**src/rtl/runner_pkg.sv**
```systemverilog
// Shared helpers for the runner datapath: width-ratio derivation and lane masking.
package runner_pkg;

    // Widest word the lane-mask helper can describe.
    localparam int MASK_W_MAX = 1024;

    function automatic int ratio_f(input int width_in, input int width_out);
        if (width_in < 1) begin
            return 1;
        end
        return width_out / width_in;
    endfunction

    function automatic int cnt_w_f(input int ratio);
        return $clog2(ratio + 1);
    endfunction

    // Ones in lanes 0..lanes-1, zeros in every lane at or above `lanes`.
    function automatic logic [MASK_W_MAX-1:0] lane_mask_f(input int lanes, input int width_in);
        logic [MASK_W_MAX-1:0] m;
        m = '0;
        for (int i = 0; i < MASK_W_MAX; i++) begin
            m[i] = (i < lanes * width_in);
        end
        return m;
    endfunction

endpackage

```
**src/rtl/runner_packer.sv**
```systemverilog
// Packs WIDTH_IN-bit beats little-endian into WIDTH_OUT-bit words; words closed
// early by in_last are zero-padded above the last written lane.
module runner_packer
    import runner_pkg::*;
#(
    parameter int WIDTH_IN  = 4,
    parameter int WIDTH_OUT = 8,
    localparam int RATIO    = ratio_f(WIDTH_IN, WIDTH_OUT),
    localparam int CNT_W    = cnt_w_f(RATIO)
) (
    input  logic                 clk,
    input  logic                 rst_n,
    input  logic                 in_valid,
    output logic                 in_ready,
    input  logic [WIDTH_IN-1:0]  in_data,
    input  logic                 in_last,
    output logic                 out_valid,
    input  logic                 out_ready,
    output logic [WIDTH_OUT-1:0] out_data,
    output logic [CNT_W-1:0]     out_lanes,
    output logic                 out_last
);

    if ((WIDTH_IN < 1) || (WIDTH_OUT < WIDTH_IN) ||
        ((WIDTH_OUT % ((WIDTH_IN < 1) ? 1 : WIDTH_IN)) != 0)) begin : g_bad_width
        $fatal(1, "runner_packer: WIDTH_OUT must be a positive multiple of WIDTH_IN");
    end

    localparam logic [CNT_W-1:0] LAST_LANE = CNT_W'(RATIO - 1);

    logic [WIDTH_OUT-1:0] acc_q, acc_d;
    logic [CNT_W-1:0]     lane_q, lane_d;
    logic [WIDTH_OUT-1:0] out_data_q, out_data_d;
    logic [CNT_W-1:0]     out_lanes_q, out_lanes_d;
    logic                 out_last_q, out_last_d;
    logic                 out_valid_q, out_valid_d;

    logic                 accept;
    logic                 take;
    logic                 complete;
    logic [WIDTH_OUT-1:0] beat_shifted;
    logic [WIDTH_OUT-1:0] keep_mask;

    assign in_ready     = !out_valid_q || out_ready;
    assign accept       = in_valid && in_ready;
    assign take         = out_valid_q && out_ready;
    assign complete     = (lane_q == LAST_LANE) || in_last;
    assign beat_shifted = WIDTH_OUT'(in_data) << (int'(lane_q) * WIDTH_IN);
    assign keep_mask    = WIDTH_OUT'(lane_mask_f(int'(lane_q) + 1, WIDTH_IN));

    always_comb begin
        acc_d       = acc_q;
        lane_d      = lane_q;
        out_data_d  = out_data_q;
        out_lanes_d = out_lanes_q;
        out_last_d  = out_last_q;
        out_valid_d = out_valid_q;

        if (take) begin
            out_valid_d = 1'b0;
        end

        // A completing beat may reload the output in the same cycle it is taken.
        if (accept) begin
            if (complete) begin
                out_data_d  = (acc_q | beat_shifted) & keep_mask;
                out_lanes_d = lane_q + CNT_W'(1);
                out_last_d  = in_last;
                out_valid_d = 1'b1;
                acc_d       = '0;
                lane_d      = '0;
            end else begin
                acc_d  = acc_q | beat_shifted;
                lane_d = lane_q + CNT_W'(1);
            end
        end
    end

    always_ff @(posedge clk or negedge rst_n) begin
        if (!rst_n) begin
            acc_q       <= '0;
            lane_q      <= '0;
            out_data_q  <= '0;
            out_lanes_q <= '0;
            out_last_q  <= 1'b0;
            out_valid_q <= 1'b0;
        end else begin
            acc_q       <= acc_d;
            lane_q      <= lane_d;
            out_data_q  <= out_data_d;
            out_lanes_q <= out_lanes_d;
            out_last_q  <= out_last_d;
            out_valid_q <= out_valid_d;
        end
    end

    assign out_valid = out_valid_q;
    assign out_data  = out_data_q;
    assign out_lanes = out_lanes_q;
    assign out_last  = out_last_q;

endmodule

```
**config.mk**
```make
export PLATFORM = sky130hd
export DESIGN_NAME = runner_packer
export DESIGN_NICKNAME = d
export VERILOG_FILES = /design/src/rtl/runner_pkg.sv /design/src/rtl/runner_packer.sv
export SDC_FILE = /design/constraint.sdc
export NUM_CORES = 1
export LEC_CHECK = 0
export CORE_MARGIN = 4
export CORE_UTILIZATION = 48
export DETAILED_ROUTE_END_ITERATION = 7
export GPL_TIMING_DRIVEN = 0
export PLACE_DENSITY = 0.76
export REMOVE_ABC_BUFFERS = 1
export SLEW_MARGIN = 20
export SYNTH_ARGS = -nofsm -noshare
export SYNTH_HDL_FRONTEND = slang
export SYNTH_SLANG_ARGS = --single-unit
export TNS_END_PERCENT = 20
```
**constraint.sdc**
```tcl
create_clock -name clk -period 2.2 [get_ports clk]
set_clock_uncertainty 0.2 [all_clocks]
set_input_delay 0.22 -clock clk [delete_from_list [all_inputs] [get_ports clk]]
set_output_delay 0.22 -clock clk [all_outputs]
set_load 0.01 [all_outputs]
```
==> impl_metrics.csv <==
group,metric,value,unit
status,status,"finished clean",
timing,finalHoldViolCount,0,
layout,nets,126,
pwr,netSwitchingFraction,0.337,
placed_design,place_inst,137,
layout,antennaDiodeCount,0,
synth,synth_top_family_by_area,"compound AO/OA/AOI/OAI gates",
route,ant_nets,0,
floorplanning,ioPinCount,22,
pwr,p_switching,0.486,mW
timing,fin_crit_sh,0.926,
pwr,power_density,1140,nW/um2
clock_network,clock_insertion_delay_worst_skew,0.30,ns
clock_network,htreeDepth,1,
floorplanning,die_h,54.0,um
synth,synth_top_cells_by_area,"dfrtp_1 (54%), o31ai_1 (5.9%), nor2_1 (4.8%)",
synth,synth_top_area_frac,0.541,
synth,synth_warnings,0,
synth,async_flop_share,1.00,
worst_setup_path,crit_arrival,2.04,ns
timing,max_freq,491,MHz
floorplanning,die_area,2920,um2
synth,synth_xor_area_frac,0,
layout,final_cells,141,
worst_setup_path,required,2.21,ns
route,wl,1.98,mm
route,wl_per_cell,14.0,um
grt,antenna_found_initial,0,
route,drc,0,
layout,area_delta_synth_final,24.7,%
worst_setup_path,r2r_slack,0.16,ns
timing,worst_pin_slew,0.943,ns
grt,grt_overflow_total,0,
timing,period_minus_slack,2.04,ns
pwr,p_leak,0.547,nW
synth,ys_dominant_reg_cell,"dfrtp_1",
clock_network,cts_buffer_depth,2,
layout,multi_input_area,415,um2
synth,yosys.cell_count.top_type,"dfrtp_1",
floorplanning,coreArea,1980,um2
synth,yosys-mux-area-fraction,0.0258,
worst_setup_path,rr_startpoint,"lane_q[1]$_DFFE_PN0N_",
worst_setup_path,crit_start,"lane_q[1]$_DFFE_PN0N_",
floorplanning,start_util,0.513,
route,wl_met1,915,um
worst_setup_path,critical_path_class,"register to register",
pwr,combPwrFrac,0.400,
worst_setup_path,cp-end-kind,"register",
timing,maxSlewHeadroom,0.369,
timing,rsz0062_at_grt,"false",
clock_network,cts.sinks,22,
grt,grt_pass1_vias,784,
route,first_pass_iters,4,
placed_design,portBuffers,21,
synth,synth-adder-area-share,0.0246,
route,route.met2.wl,911,um
worst_setup_path,rr_worst_depth,5,
pwr,seq_power_share,0.447,
route,vias_per_cell,5.66,
clock_network,cts_root_buf,"clkbuf_4",
timing,setup_viol,0,
synth,seq_area_frac_synth,0.541,
layout,utilization,0.640,
synth,synth_seq_cells,22,
pwr,clock_power_share,0.153,
min_path,hp-class,"primary input to asynchronous set/reset pin",
placed_design,hpwl,1.43,mm
clock_network,cts_buffers,3,
layout,fill_cells,165,
synth,ys_types,24,
synth,synth.top_cells.by_count,"dfrtp_1 (22), nor2_1 (13), a21oi_1 (9), o31ai_1 (8)",
worst_setup_path,crit-reg2reg-capture,"out_lanes[1]$_DFFE_PN0P_",
synth,synth.largest_area_cell,"dfrtp_1",
clock_network,clk_pin_slew,0.12,ns
pwr,ir_drop,0.724,mV
placed_design,gp_congestion,0.875,
layout,drive_gt1_frac,0.0965,
grt,grt_pass1_wl,3.59,mm
route,top_layer,"met4",
pwr,internal_power,0.957,mW
grt,grt_max_degree,23,
synth,synth_compound_area_frac,0.226,
run,cap_violations,0,
synth,syn_inst,94,
synth,syn-cell-area,1020,um2
route,vias,798,
floorplanning,fp.dieW,54.0,um
route,route.met3.wl,124,um
worst_setup_path,worstSetupStartpointType,"register",
grt,track_usage,0.173,
timing,final_max_slew_viol_count,0,
worst_setup_path,crit_end,"out_lanes[1]$_DFFE_PN0P_",
clock_network,tritoncts,"done",
synth,synth_edf_count,0,
pwr,power,1.44,mW
synth,avgSynthCellArea,10.8,um2
layout,final-seq-area,552,um2
worst_setup_path,cp_max_fo,11,
route,dr.first_iter.drc_count,3,
floorplanning,row_count,16,
synth,synthSimpleGateAreaFrac,0.129,
per-stage QoR:
step / cell area [um2] / setup TNS, ns / setup slack [ns] / hold slack [ns]
floorplan: 982 / 0 / 0.254 / -0.276
global placement: 1230 / -0.581 / -0.0721 / 0.275
detailed placement: 1230 / -1.27 / -0.144 / 0.279
CTS: 1270 / 0 / 0.0795 / 0.257
global route: 1270 / 0 / 0.0414 / 0.296
finish: 1270 / 0 / 0.163 / 0.228
metal layers:
metal  up-vias  GRT usage
met3         4     0.0388
li1        385          -
met5         -          0
met2        23      0.264
met1       386      0.233
met4         0     0.0788
what timing repair did:
action                                  CTS  global route
hold buffers                              0             0
endpoints found under the setup margin    3            13
buffers inserted                          0             0
gates resized for setup                   3             1
pin swaps                                 0             0
cells by family (layout without fill, tap and decap cells):
kind of cell | count (synthesis) | count (layout)
AOI/OAI and AO/OA | 33 | 33
adders and majority gates | 2 | 2
buffers and inverters | 10 | 30
DFF | 22 | 22
muxes | 2 | 2
and+or+nand+nor | 25 | 25
worst max-delay path: stages, from the launching register on:
cell	delay (ns)
dfrtp_1	0.46
inv_1	0.10
ha_1	0.22
nor2_2	0.33
or3_4	0.28
mux2_2	0.35
layout make-up:
type / instances / share of cell area
Clock buffer: 4 / 0.0286
Inverter: 5 / 0.0178
Tap cell: 27 / 0.0266
Sequential cell: 22 / 0.435
Multi-Input combinational cell: 62 / 0.327
Timing Repair Buffer: 21 / 0.165
worst min-delay path by stage:
stage	end	slack (ns)	cells past startpoint
detailed placement	out_data[5]$_DFFE_PN0P_	0.28	1
global placement	out_last$_DFFE_PN0P_	0.28	1
finish	out_valid$_DFF_PN0_	0.23	1
CTS	out_data[1]$_DFFE_PN0P_	0.26	1
global route	out_data[2]$_DFFE_PN0P_	0.30	1
floorplan	acc_q[0]$_DFFE_PN0N_	-0.28	0
registers in the layout (all words and copies together), names as in the netlist:
register,count
acc_q,8
lane_q,2
out_data,8
out_lanes,2
out_last,1
out_valid,1
power by group through the flow:
stage / combinational (mW) / clock (mW) / sequential, mW
6_report: 0.577 / 0.221 / 0.645
5_1_grt: 0.648 / 0.249 / 0.671
4_1_cts: 0.584 / 0.229 / 0.647
3_5_place_dp: 0.577 / 0 / 0.657
3_3_place_gp: 0.571 / 0 / 0.648
2_1_floorplan: 0.276 / 0 / 0.681
cell usage in the layout, fill, tap and decap left out:
| cell type | n |
|---|---|
| dfrtp_1 | 21 |
| clkdlybuf4s50_1 | 20 |
| nor2_1 | 12 |
| a21oi_1 | 9 |
| o31ai_1 | 8 |
| nor2b_1 | 5 |
| inv_1 | 4 |
| a41oi_1 | 4 |
| a31oi_1 | 4 |
| o2bb2ai_1 | 4 |
| clkbuf_4 | 3 |
| nand3_1 | 2 |
| o21ai_0 | 2 |
| ha_1 | 2 |
| nor2b_4 | 1 |
| clkinvlp_4 | 1 |
| nor2_2 | 1 |
| or3_4 | 1 |
| nand2_1 | 1 |
| mux2_4 | 1 |
| nor3_1 | 1 |
| or4_1 | 1 |
| a32o_1 | 1 |
| mux2_2 | 1 |
| a41o_1 | 1 |
| clkbuf_8 | 1 |
| dfrtp_2 | 1 |
| dlygate4sd2_1 | 1 |
Power figures use the tool's default switching activity.
